**src/rtl/riscv_bus_arbiter_if.sv**
```systemverilog
// Signal bundle between the fetch port, the M-stage data port, the shared bus and the arbiter.
// The arbiter connects through the master modport; the surrounding fabric uses slave.
interface riscv_bus_arbiter_if;
  logic        i_if_req;
  logic [31:0] i_if_addr;
  logic [31:0] o_if_rdata;
  logic        o_if_rvalid;

  logic        i_dm_req;
  logic        i_dm_we;
  logic [3:0]  i_dm_be;
  logic [31:0] i_dm_addr;
  logic [31:0] i_dm_wdata;
  logic [31:0] o_dm_rdata;
  logic        o_dm_rvalid;

  logic        o_bus_req;
  logic        o_bus_we;
  logic [3:0]  o_bus_be;
  logic [31:0] o_bus_addr;
  logic [31:0] o_bus_wdata;
  logic        i_bus_gnt;
  logic        i_bus_rvalid;
  logic [31:0] i_bus_rdata;

  logic        o_bus_stallM;
  logic        o_if_stall;
  logic        o_bus_err;

  modport master (
    input  i_if_req, i_if_addr,
    output o_if_rdata, o_if_rvalid,
    input  i_dm_req, i_dm_we, i_dm_be, i_dm_addr, i_dm_wdata,
    output o_dm_rdata, o_dm_rvalid,
    output o_bus_req, o_bus_we, o_bus_be, o_bus_addr, o_bus_wdata,
    input  i_bus_gnt, i_bus_rvalid, i_bus_rdata,
    output o_bus_stallM, o_if_stall, o_bus_err
  );

  modport slave (
    output i_if_req, i_if_addr,
    input  o_if_rdata, o_if_rvalid,
    output i_dm_req, i_dm_we, i_dm_be, i_dm_addr, i_dm_wdata,
    input  o_dm_rdata, o_dm_rvalid,
    input  o_bus_req, o_bus_we, o_bus_be, o_bus_addr, o_bus_wdata,
    output i_bus_gnt, i_bus_rvalid, i_bus_rdata,
    input  o_bus_stallM, o_if_stall, o_bus_err
  );
endinterface

```
**src/rtl/riscv_bus_arbiter.sv**
```systemverilog
// Two-port (fetch / data) arbiter onto a single shared bus, one outstanding access at a time.
// Data port has priority, with a streak limit so fetch cannot starve; 256-cycle access timeout.
module riscv_bus_arbiter (
  input  logic                 clk,
  input  logic                 rst_n,
  riscv_bus_arbiter_if.master  bus
);

  typedef enum logic [1:0] {IDLE, REQ, RESP} state_t;

  state_t      state;
  logic        owner_dm;
  logic [1:0]  streak;
  logic [7:0]  timer;
  logic        lat_we;
  logic [3:0]  lat_be;
  logic [31:0] lat_addr;
  logic [31:0] lat_wdata;

  logic dm_win;
  logic if_win;
  logic in_req;
  logic active;
  logic done;
  logic timeout;

  always_comb begin
    dm_win  = bus.i_dm_req & ~(bus.i_if_req & (streak == 2'd3));
    if_win  = bus.i_if_req & ~dm_win;
    in_req  = (state == REQ);
    active  = (state == REQ) || (state == RESP);
    done    = (in_req & bus.i_bus_gnt & bus.i_bus_rvalid) |
              ((state == RESP) & bus.i_bus_rvalid);
    // A real completion in the last timer cycle takes precedence over the timeout.
    timeout = active & ~done & (timer == 8'hFF);
  end

  always_ff @(posedge clk or negedge rst_n) begin
    if (!rst_n) begin
      state     <= IDLE;
      owner_dm  <= 1'b0;
      streak    <= 2'd0;
      timer     <= 8'd0;
      lat_we    <= 1'b0;
      lat_be    <= 4'h0;
      lat_addr  <= 32'h0;
      lat_wdata <= 32'h0;
    end else begin
      case (state)
        IDLE: begin
          timer <= 8'd0;
          if (dm_win) begin
            owner_dm  <= 1'b1;
            lat_we    <= bus.i_dm_we;
            lat_be    <= bus.i_dm_be;
            lat_addr  <= bus.i_dm_addr;
            lat_wdata <= bus.i_dm_wdata;
            if (bus.i_if_req && (streak != 2'd3))
              streak <= streak + 2'd1;
            state <= REQ;
          end else if (if_win) begin
            owner_dm  <= 1'b0;
            lat_we    <= 1'b0;
            lat_be    <= 4'hF;
            lat_addr  <= bus.i_if_addr;
            lat_wdata <= 32'h0;
            streak    <= 2'd0;
            state     <= REQ;
          end
        end
        REQ, RESP: begin
          timer <= timer + 8'd1;
          if (done || timeout)
            state <= IDLE;
          else if (in_req && bus.i_bus_gnt)
            state <= RESP;
        end
        default: state <= IDLE;
      endcase
    end
  end

  always_comb begin
    bus.o_bus_req   = in_req;
    bus.o_bus_we    = in_req ? lat_we    : 1'b0;
    bus.o_bus_be    = in_req ? lat_be    : 4'h0;
    bus.o_bus_addr  = in_req ? lat_addr  : 32'h0;
    bus.o_bus_wdata = in_req ? lat_wdata : 32'h0;

    bus.o_dm_rvalid = owner_dm & (done | timeout);
    bus.o_if_rvalid = ~owner_dm & (done | timeout);
    bus.o_dm_rdata  = (owner_dm & done)  ? bus.i_bus_rdata : 32'h0;
    bus.o_if_rdata  = (~owner_dm & done) ? bus.i_bus_rdata : 32'h0;
    bus.o_bus_err   = timeout;

    bus.o_bus_stallM = bus.i_dm_req & ~bus.o_dm_rvalid;
    bus.o_if_stall   = bus.i_if_req & ~bus.o_if_rvalid;
  end

endmodule

```
**src/flat_wrapper.sv**
```systemverilog
// flat-port wrapper written by rule: the top's interface ports become plain ports
module riscv_bus_arbiter_flat 
  (clk, rst_n, bus_i_if_req, bus_i_if_addr, bus_o_if_rdata, bus_o_if_rvalid, bus_i_dm_req, bus_i_dm_we, bus_i_dm_be, bus_i_dm_addr, bus_i_dm_wdata, bus_o_dm_rdata, bus_o_dm_rvalid, bus_o_bus_req, bus_o_bus_we, bus_o_bus_be, bus_o_bus_addr, bus_o_bus_wdata, bus_i_bus_gnt, bus_i_bus_rvalid, bus_i_bus_rdata, bus_o_bus_stallM, bus_o_if_stall, bus_o_bus_err);
  riscv_bus_arbiter_if bus_i ();
  input  logic clk;
  input  logic rst_n;
  input wire logic [$bits(bus_i.i_if_req)-1:0] bus_i_if_req;
  input wire logic [$bits(bus_i.i_if_addr)-1:0] bus_i_if_addr;
  output wire logic [$bits(bus_i.o_if_rdata)-1:0] bus_o_if_rdata;
  output wire logic [$bits(bus_i.o_if_rvalid)-1:0] bus_o_if_rvalid;
  input wire logic [$bits(bus_i.i_dm_req)-1:0] bus_i_dm_req;
  input wire logic [$bits(bus_i.i_dm_we)-1:0] bus_i_dm_we;
  input wire logic [$bits(bus_i.i_dm_be)-1:0] bus_i_dm_be;
  input wire logic [$bits(bus_i.i_dm_addr)-1:0] bus_i_dm_addr;
  input wire logic [$bits(bus_i.i_dm_wdata)-1:0] bus_i_dm_wdata;
  output wire logic [$bits(bus_i.o_dm_rdata)-1:0] bus_o_dm_rdata;
  output wire logic [$bits(bus_i.o_dm_rvalid)-1:0] bus_o_dm_rvalid;
  output wire logic [$bits(bus_i.o_bus_req)-1:0] bus_o_bus_req;
  output wire logic [$bits(bus_i.o_bus_we)-1:0] bus_o_bus_we;
  output wire logic [$bits(bus_i.o_bus_be)-1:0] bus_o_bus_be;
  output wire logic [$bits(bus_i.o_bus_addr)-1:0] bus_o_bus_addr;
  output wire logic [$bits(bus_i.o_bus_wdata)-1:0] bus_o_bus_wdata;
  input wire logic [$bits(bus_i.i_bus_gnt)-1:0] bus_i_bus_gnt;
  input wire logic [$bits(bus_i.i_bus_rvalid)-1:0] bus_i_bus_rvalid;
  input wire logic [$bits(bus_i.i_bus_rdata)-1:0] bus_i_bus_rdata;
  output wire logic [$bits(bus_i.o_bus_stallM)-1:0] bus_o_bus_stallM;
  output wire logic [$bits(bus_i.o_if_stall)-1:0] bus_o_if_stall;
  output wire logic [$bits(bus_i.o_bus_err)-1:0] bus_o_bus_err;
  assign bus_i.i_if_req = bus_i_if_req;
  assign bus_i.i_if_addr = bus_i_if_addr;
  assign bus_o_if_rdata = bus_i.o_if_rdata;
  assign bus_o_if_rvalid = bus_i.o_if_rvalid;
  assign bus_i.i_dm_req = bus_i_dm_req;
  assign bus_i.i_dm_we = bus_i_dm_we;
  assign bus_i.i_dm_be = bus_i_dm_be;
  assign bus_i.i_dm_addr = bus_i_dm_addr;
  assign bus_i.i_dm_wdata = bus_i_dm_wdata;
  assign bus_o_dm_rdata = bus_i.o_dm_rdata;
  assign bus_o_dm_rvalid = bus_i.o_dm_rvalid;
  assign bus_o_bus_req = bus_i.o_bus_req;
  assign bus_o_bus_we = bus_i.o_bus_we;
  assign bus_o_bus_be = bus_i.o_bus_be;
  assign bus_o_bus_addr = bus_i.o_bus_addr;
  assign bus_o_bus_wdata = bus_i.o_bus_wdata;
  assign bus_i.i_bus_gnt = bus_i_bus_gnt;
  assign bus_i.i_bus_rvalid = bus_i_bus_rvalid;
  assign bus_i.i_bus_rdata = bus_i_bus_rdata;
  assign bus_o_bus_stallM = bus_i.o_bus_stallM;
  assign bus_o_if_stall = bus_i.o_if_stall;
  assign bus_o_bus_err = bus_i.o_bus_err;
  riscv_bus_arbiter u_core (.clk(clk), .rst_n(rst_n), .bus(bus_i));
endmodule
```
**config.mk**
```make
export PLATFORM = sky130hd
export DESIGN_NAME = riscv_bus_arbiter_flat
export DESIGN_NICKNAME = d
export VERILOG_FILES = /design/src/rtl/riscv_bus_arbiter_if.sv /design/src/rtl/riscv_bus_arbiter.sv /design/src/flat_wrapper.sv
export SDC_FILE = /design/constraint.sdc
export NUM_CORES = 1
export LEC_CHECK = 0
export BUFFER_PORTS_ARGS = -buffer_cell sky130_fd_sc_hd__buf_2
export CORE_AREA = 2 2 107 109
export CTS_BUF_LIST = sky130_fd_sc_hd__clkbuf_4 sky130_fd_sc_hd__clkbuf_8
export CTS_CLUSTER_DIAMETER = 60
export CTS_CLUSTER_SIZE = 24
export DETAILED_ROUTE_END_ITERATION = 10
export DIE_AREA = 0 0 109 111
export PLACE_DENSITY = 0.75
export SLEW_MARGIN = 25
export SYNTH_ARGS = -nofsm -noshare
export SYNTH_HDL_FRONTEND = slang
export SYNTH_SLANG_ARGS = --single-unit
```
**constraint.sdc**
```tcl
create_clock -name clk -period 2.1 [get_ports clk]
set_input_delay 0.315 -clock clk [delete_from_list [all_inputs] [get_ports clk]]
set_output_delay 0.315 -clock clk [all_outputs]
set_load 0.02 [all_outputs]
```
==> impl_metrics.py, run 1 <==
metrics = {
    "layout": {
        "n_antenna_cell": 0,
        "synthToLayoutAreaGrowth_pct": 59.3,
        "nFillCells": 877,
        "finalNetCount": 895,
        "fin_util_pct": 64.8,
        "layout-drive-gt1-share_pct": 53.0,
        "multi_input_area_um2": 2490,
        "regArea_um2": 2050,
        "layout_common_cells": "buf_2, dfrtp_1, and2_1",
        "layout_commonest_cell": "buf_2",
        "fin_area_um2": 7180,
    },
    "place": {
        "placed_cell_area_um2": 6040,
        "pre_cts_ws_ns": -0.291,
        "gp_congestion": 0.842,
        "dp_hpwl_um": 9760,
        "io_buffer_count": 277,
    },
    "power": {
        "power_density_nw_per_um2": 1210,
        "leakage_uw": 0.00382,
        "ir_drop_mv": 0.699,
        "finalPower_uw": 8690,
    },
    "sta": {
        "timing.fmax_mhz": 432,
        "grt_setup_unrepaired": "yes",
        "setup_violations": 85,
        "finalCritPeriodShare_pct": 110,
        "hold_viol": 0,
        "final.setup_skew_ns": 0.0105,
        "period_needed_ns": 2.31,
        "slew_headroom_pct": 36.2,
        "finalMaxSlewViolations": 0,
        "tightest_slew_ns": 0.953,
        "fin_ws_ns": -0.213,
    },
    "worst_setup_path": {
        "worstSetupEndpointType": "output port",
        "crit_path_start": "u_core.state[1]",
        "worstPathArrival_ns": 2.00,
        "cp_max_fo": 8,
        "critical_path_class": "reg2out",
        "rr_startpoint": "u_core.state[1]",
        "reg2reg_depth": 7,
        "startpoint_type": "flop",
        "required_ns": 1.78,
    },
    "clock_network": {
        "cts_tree": "built",
        "htree_levels": 3,
        "clkSlewWorstSetupHoldPaths_ns": 0.08,
        "numCtsBuffers": 9,
        "cts.sink_count": 82,
        "root_buffer": "clkbuf_8",
        "ctsLongestPathBuffers": 2,
        "clk_latency_ns": 0.34,
    },
    "logic_synthesis": {
        "synth_top_area_share_pct": 45.5,
        "syn_nets": 602,
        "yosys_warnings": 0,
        "synthArstFlopShare_pct": 100,
        "synth_top_cell_by_area": "dfrtp_1",
        "synthFlopType": "dfrtp_1",
        "synth_edf_count": 0,
        "synthTopCellsByArea": "dfrtp_1, and2_1, mux2i_1",
        "syn_avg_cell_area_um2": 9.87,
        "syn-cell-area_um2": 4510,
        "synth-seq-area-share_pct": 45.5,
        "yosys_register_bits": 82,
        "synthDistinctLibCells": 37,
        "synth_cells": 457,
    },
    "global_route": {
        "antenna_found_initial": 0,
        "grt_first_pass_wirelength_um": 21300,
        "grt_pass1_vias": 4440,
        "grt_usage_pct": 22.6,
        "grt_start_max_net_pins": 72,
        "grt-ovfl-total": 0,
    },
    "route": {
        "wirelength_um": 16900,
        "drc": 0,
        "first_pass_iters": 5,
        "via_per_inst": 5.18,
        "drt_iter0_drc": 222,
        "route.vias.total": 4653,
        "ant_nets": 0,
        "wl_per_cell_um": 18.8,
    },
    "floorplan": {
        "die_w_um": 109,
        "start_util_pct": 40.7,
        "num_rows": 39,
        "coreArea_um2": 11100,
        "io_pins": 278,
        "die_area_um2": 12100,
        "fp.dieH_um": 111,
    },
    "min_path": {
        "holdPathStages": 2,
        "hold_start": "bus_i_dm_wdata[21]",
        "worstHoldPathType": "in2reg",
    },
    "status": {
        "outcome": "finished with violations",
        "violations": "negative setup slack",
    },
    "flow_run": {
        "drv_cap": 0,
    },
}
-- routing by layer --
layer	track usage [%]	routed length (um)
met5	0	0
met4	12.0	861
met3	2.76	1180
met2	42.5	8590
met1	23.8	6220
-- power breakdown --
| group | internal [uW] | switching (uW) | total [uW] |
|---|---|---|---|
| combinational | 2190 | 2650 | 4840 |
| clock | 695 | 548 | 1240 |
| sequential | 2240 | 365 | 2610 |
-- cell type report --
cell class / instances / area share [%]
Clock buffer: 11 / 1.93
Inverter: 4 / 0.209
Timing Repair Buffer: 314 / 31.0
Clock inverter: 5 / 1.10
Sequential cell: 82 / 28.6
Multi-Input combinational cell: 339 / 34.7
Tap cell: 143 / 2.49
-- timing repair --
action	CTS	global route
resized for setup	106	111
endpoints found under the setup margin	139	140
setup buffers	13	3
pin swaps	22	35
hold buffers	1	0
cloned	3	6
endpoints found under the hold margin	41	0
-- registers in the layout, indices dropped and copies added (netlist names) --
name / count
u_core.lat_wdata: 32
u_core.owner_dm: 1
u_core.lat_addr: 32
u_core.streak: 2
u_core.state: 2
u_core.timer: 8
u_core.lat_be: 4
u_core.lat_we: 1
-- critical path: stages, from the launching register on --
cell and delay (ns):
dfrtp_1 0.42, inv_2 0.12, ha_4 0.16, a21oi_4 0.08, buf_6 0.13, nor3_4 0.24, buf_6 0.20, and2_1 0.16
buf_4 0.15
-- through the flow --
step                setup TNS, ns  cells  hold WS, ns
detailed placement          -8.64    858        0.354
CTS                         -4.95    891        0.162
floorplan                 -0.0661    457       0.0194
global placement            -3.60    858        0.353
global route               -17.74    898        0.172
finish                      -9.73    898        0.187
-- logic make-up after synthesis --
group | Yosys count | synth area share (%)
simple gates | 201 | 25.4
compound gates | 96 | 15.0
flops | 82 | 45.5
buf+inv | 37 | 4.69
mux | 34 | 7.57
fa+ha+maj | 6 | 1.66
xor+xnor | 1 | 0.194
-- final timing paths --
kind                                             end  slack, ns
min in group asynchronous         u_core.lat_addr[2]       0.53
worst min-delay path            u_core.lat_wdata[21]       0.19
worst max register to register       u_core.state[0]       0.09
worst max-delay path              bus_o_if_rdata[18]      -0.21
worst min register to register    u_core.lat_addr[8]       0.48
max in group asynchronous        u_core.lat_wdata[4]       0.94
-- synth_stat cells, types with 2 or more instances --
| cell type | instances |
|---|---|
| nand2b_1 | 3 |
| nor2_1 | 4 |
| clkbuf_1 | 15 |
| buf_6 | 8 |
| and2_1 | 135 |
| a21oi_1 | 3 |
| nor3_2 | 2 |
| ha_1 | 6 |
| nand4_1 | 2 |
| inv_1 | 4 |
| nand3_1 | 3 |
| nand2_1 | 46 |
| o21a_1 | 2 |
| o21ai_0 | 39 |
| dfrtp_1 | 82 |
| o211ai_1 | 2 |
| or3_1 | 2 |
| a22o_1 | 35 |
| buf_2 | 4 |
| o22a_1 | 4 |
| clkbuf_2 | 6 |
| mux2i_1 | 33 |
| a21boi_0 | 3 |
Note: power is estimated with default switching activity, not from simulation.
==> run 2: changes to the inputs <==
- ABC_AREA: unset -> 1
- CAP_MARGIN: unset -> 0
- PLACE_DENSITY: 0.75 -> 0.76
==> impl_metrics.py, run 2 <==
metrics = {
    "power": {
        "power_density_nw_per_um2": 1210,
        "finalPower_uw": 8080,
        "ir_drop_mv": 0.651,
        "leakage_uw": 0.00420,
    },
    "sta": {
        "fin_hold_ws_ns": 0.164,
        "tightest_slew_ns": 0.494,
        "grt_setup_unrepaired": "yes",
        "finalMaxSlewViolations": 0,
        "fin_ws_ns": -0.0979,
        "period_needed_ns": 2.20,
        "setup_tns_ns": -0.598,
        "final.setup_skew_ns": 0.00955,
        "setup_violations": 23,
        "timing.fmax_mhz": 455,
        "slew_headroom_pct": 67.0,
        "hold_viol": 0,
        "finalCritPeriodShare_pct": 105,
    },
    "layout": {
        "layout_common_cells": "buf_2, nand2_1, inv_1",
        "top_regs": "u_core.lat_addr (32), u_core.lat_wdata (32), u_core.timer (8)",
        "finalNetCount": 1030,
        "fin_area_um2": 6680,
        "layout_commonest_cell": "buf_2",
        "synthToLayoutAreaGrowth_pct": 46.8,
        "layout-drive-gt1-share_pct": 39.7,
    },
    "global_route": {
        "grt_usage_pct": 23.0,
        "grt_start_max_net_pins": 51,
        "grt-ovfl-total": 0,
        "antenna_found_initial": 0,
        "grt_pass1_vias": 4387,
        "grt_first_pass_wirelength_um": 21500,
    },
    "logic_synthesis": {
        "yosys_warnings": 0,
        "synth_compound_area_share_pct": 16.2,
        "yosysMostFrequentCell": "nand2_1",
        "syn-cell-area_um2": 4550,
        "synthDistinctLibCells": 28,
        "netlist_top_cells_count": "nand2_1, inv_1, nor2_1, dfrtp_1, o21ai_0",
        "synth-seq-area-share_pct": 45.1,
        "synth_xor_area_share_pct": 0.192,
        "synthArstFlopShare_pct": 100,
        "synth-simple-area-share_pct": 22.2,
        "synth_cells": 612,
        "synth_top_cell_by_area": "dfrtp_1",
        "synthTopCellsByArea": "dfrtp_1, nand2_1, inv_1",
        "synth_top_area_share_pct": 45.1,
        "synth_edf_count": 0,
        "synthFlopType": "dfrtp_1",
        "muxShareOfSynthArea_pct": 0,
        "yosys.area_share.adder_pct": 1.65,
        "synth_top_family_by_area": "simple AND/OR/NAND/NOR gates",
        "yosys_register_bits": 82,
        "syn_nets": 757,
        "syn_avg_cell_area_um2": 7.44,
    },
    "worst_setup_path": {
        "path_cells": "inv_2 -> ha_4 -> inv_2 -> a21boi_4 -> nand2_2 -> buf_12 -> nor2_1 -> buf_4",
        "cpMostUsedCell": "inv_2",
        "critical_path_class": "reg2out",
        "critPathBufInv": 4,
        "cp_max_fo": 32,
        "crit_family": "buffers and inverters",
        "cp_slowest_cell": "dfrtp_2",
        "startpoint_type": "flop",
        "slowest_delay_ns": 0.45,
        "worstSetupEndpointType": "output port",
        "worstPathArrival_ns": 1.88,
        "required_ns": 1.78,
    },
    "clock_network": {
        "cts.sink_count": 82,
        "clkSlewWorstSetupHoldPaths_ns": 0.09,
        "root_buffer": "clkbuf_8",
        "numCtsBuffers": 9,
        "cts_tree": "built",
        "ctsLongestPathBuffers": 2,
        "clk_latency_ns": 0.36,
        "htree_levels": 3,
    },
    "route": {
        "wirelength_um": 15200,
        "first_pass_iters": 5,
        "drc": 0,
        "via_per_inst": 4.83,
        "wl_per_cell_um": 14.7,
        "ant_nets": 0,
        "drt_iter0_drc": 256,
        "route.vias.total": 4995,
    },
    "floorplan": {
        "start_util_pct": 41.1,
        "die_area_um2": 12100,
        "die_w_um": 109,
        "num_rows": 39,
        "fp.dieH_um": 111,
        "coreArea_um2": 11100,
        "io_pins": 278,
    },
    "status": {
        "violations": "negative setup slack",
        "outcome": "finished with violations",
    },
    "place": {
        "gp_congestion": 0.883,
        "io_buffer_count": 277,
        "dp_hpwl_um": 10700,
        "placed_cell_area_um2": 6000,
        "pre_cts_ws_ns": 0.206,
    },
    "min_path": {
        "worstHoldPathType": "in2reg",
    },
    "flow_run": {
        "drv_cap": 0,
    },
}
-- run 2: layout make-up --
class	count	area, um2
diodes	1	2.50
clock buffers	9	124
clock inverters	7	60.1
fillers	1005	4400
inverters	120	453
multi-input cells	376	1980
flip-flops and latches	82	2050
well taps	143	179
repair buffers	296	1830
-- run 2: metal layers --
metal	GRT usage [%]	up-vias	share of wire [%]
met5	0	-	0
met4	12.5	0	4.0
met3	5.88	37	8.6
met2	38.3	236	50
met1	26.7	2298	38
li1	-	2424	-
-- run 2: worst paths after layout --
path | start | end | slack [ns] | cells after the start
worst max-delay path | u_core.state[0] | bus_o_if_rdata[25] | -0.1 | 8
worst min-delay path | bus_i_dm_wdata[19] | u_core.lat_wdata[19] | 0.16 | 2
worst max register to register | u_core.state[0] | u_core.owner_dm | 0.35 | 6
worst min register to register | u_core.lat_addr[31] | u_core.lat_addr[31] | 0.49 | 2
max in group asynchronous | rst_n | u_core.lat_wdata[6] | 1.02 | 3
min in group asynchronous | rst_n | u_core.lat_wdata[22] | 0.45 | 2
-- run 2: report_power, final --
part | total [uW] | leakage [uW] | switching [uW] | internal (uW)
sequential | 2790 | 0.00103 | 467 | 2330
combinational | 4180 | 0.00308 | 2580 | 1600
clock | 1100 | 0.0000901 | 646 | 452
total | 8080 | 0.00420 | 3690 | 4380
-- run 2: cells by family (layout without fill, tap and decap cells) --
kind of cell               after synthesis  count (layout)
adders and majority gates                6               6
DFF                                     82              82
buffers and inverters                  154             432
AOI/OAI and AO/OA                      113             113
other                                    0               1
and+or+nand+nor                        256             256
xor gates and xnor gates                 1               1
-- run 2: stage by stage --
stage / util (%) / std cells
4_1_cts: 57.0 / 1029
2_1_floorplan: - / 612
6_report: 60.3 / 1034
3_5_place_dp: 54.2 / 1009
3_3_place_gp: 54.2 / 1009
5_1_grt: 60.3 / 1033
-- run 2: repair_timing --
action	CTS	global route
hold buffers	1	0
pin swaps	5	4
cloned	0	2
setup endpoints to repair	118	70
buffers inserted	3	2
resized for setup	33	103
hold endpoints to repair	36	0
-- run 2: worst register-to-register path, stage by stage (launching register included) --
cell     delay, ns
dfrtp_2       0.45
inv_2         0.09
ha_1          0.25
o21ai_4       0.14
inv_2         0.37
buf_4         0.25
o21ai_0       0.08
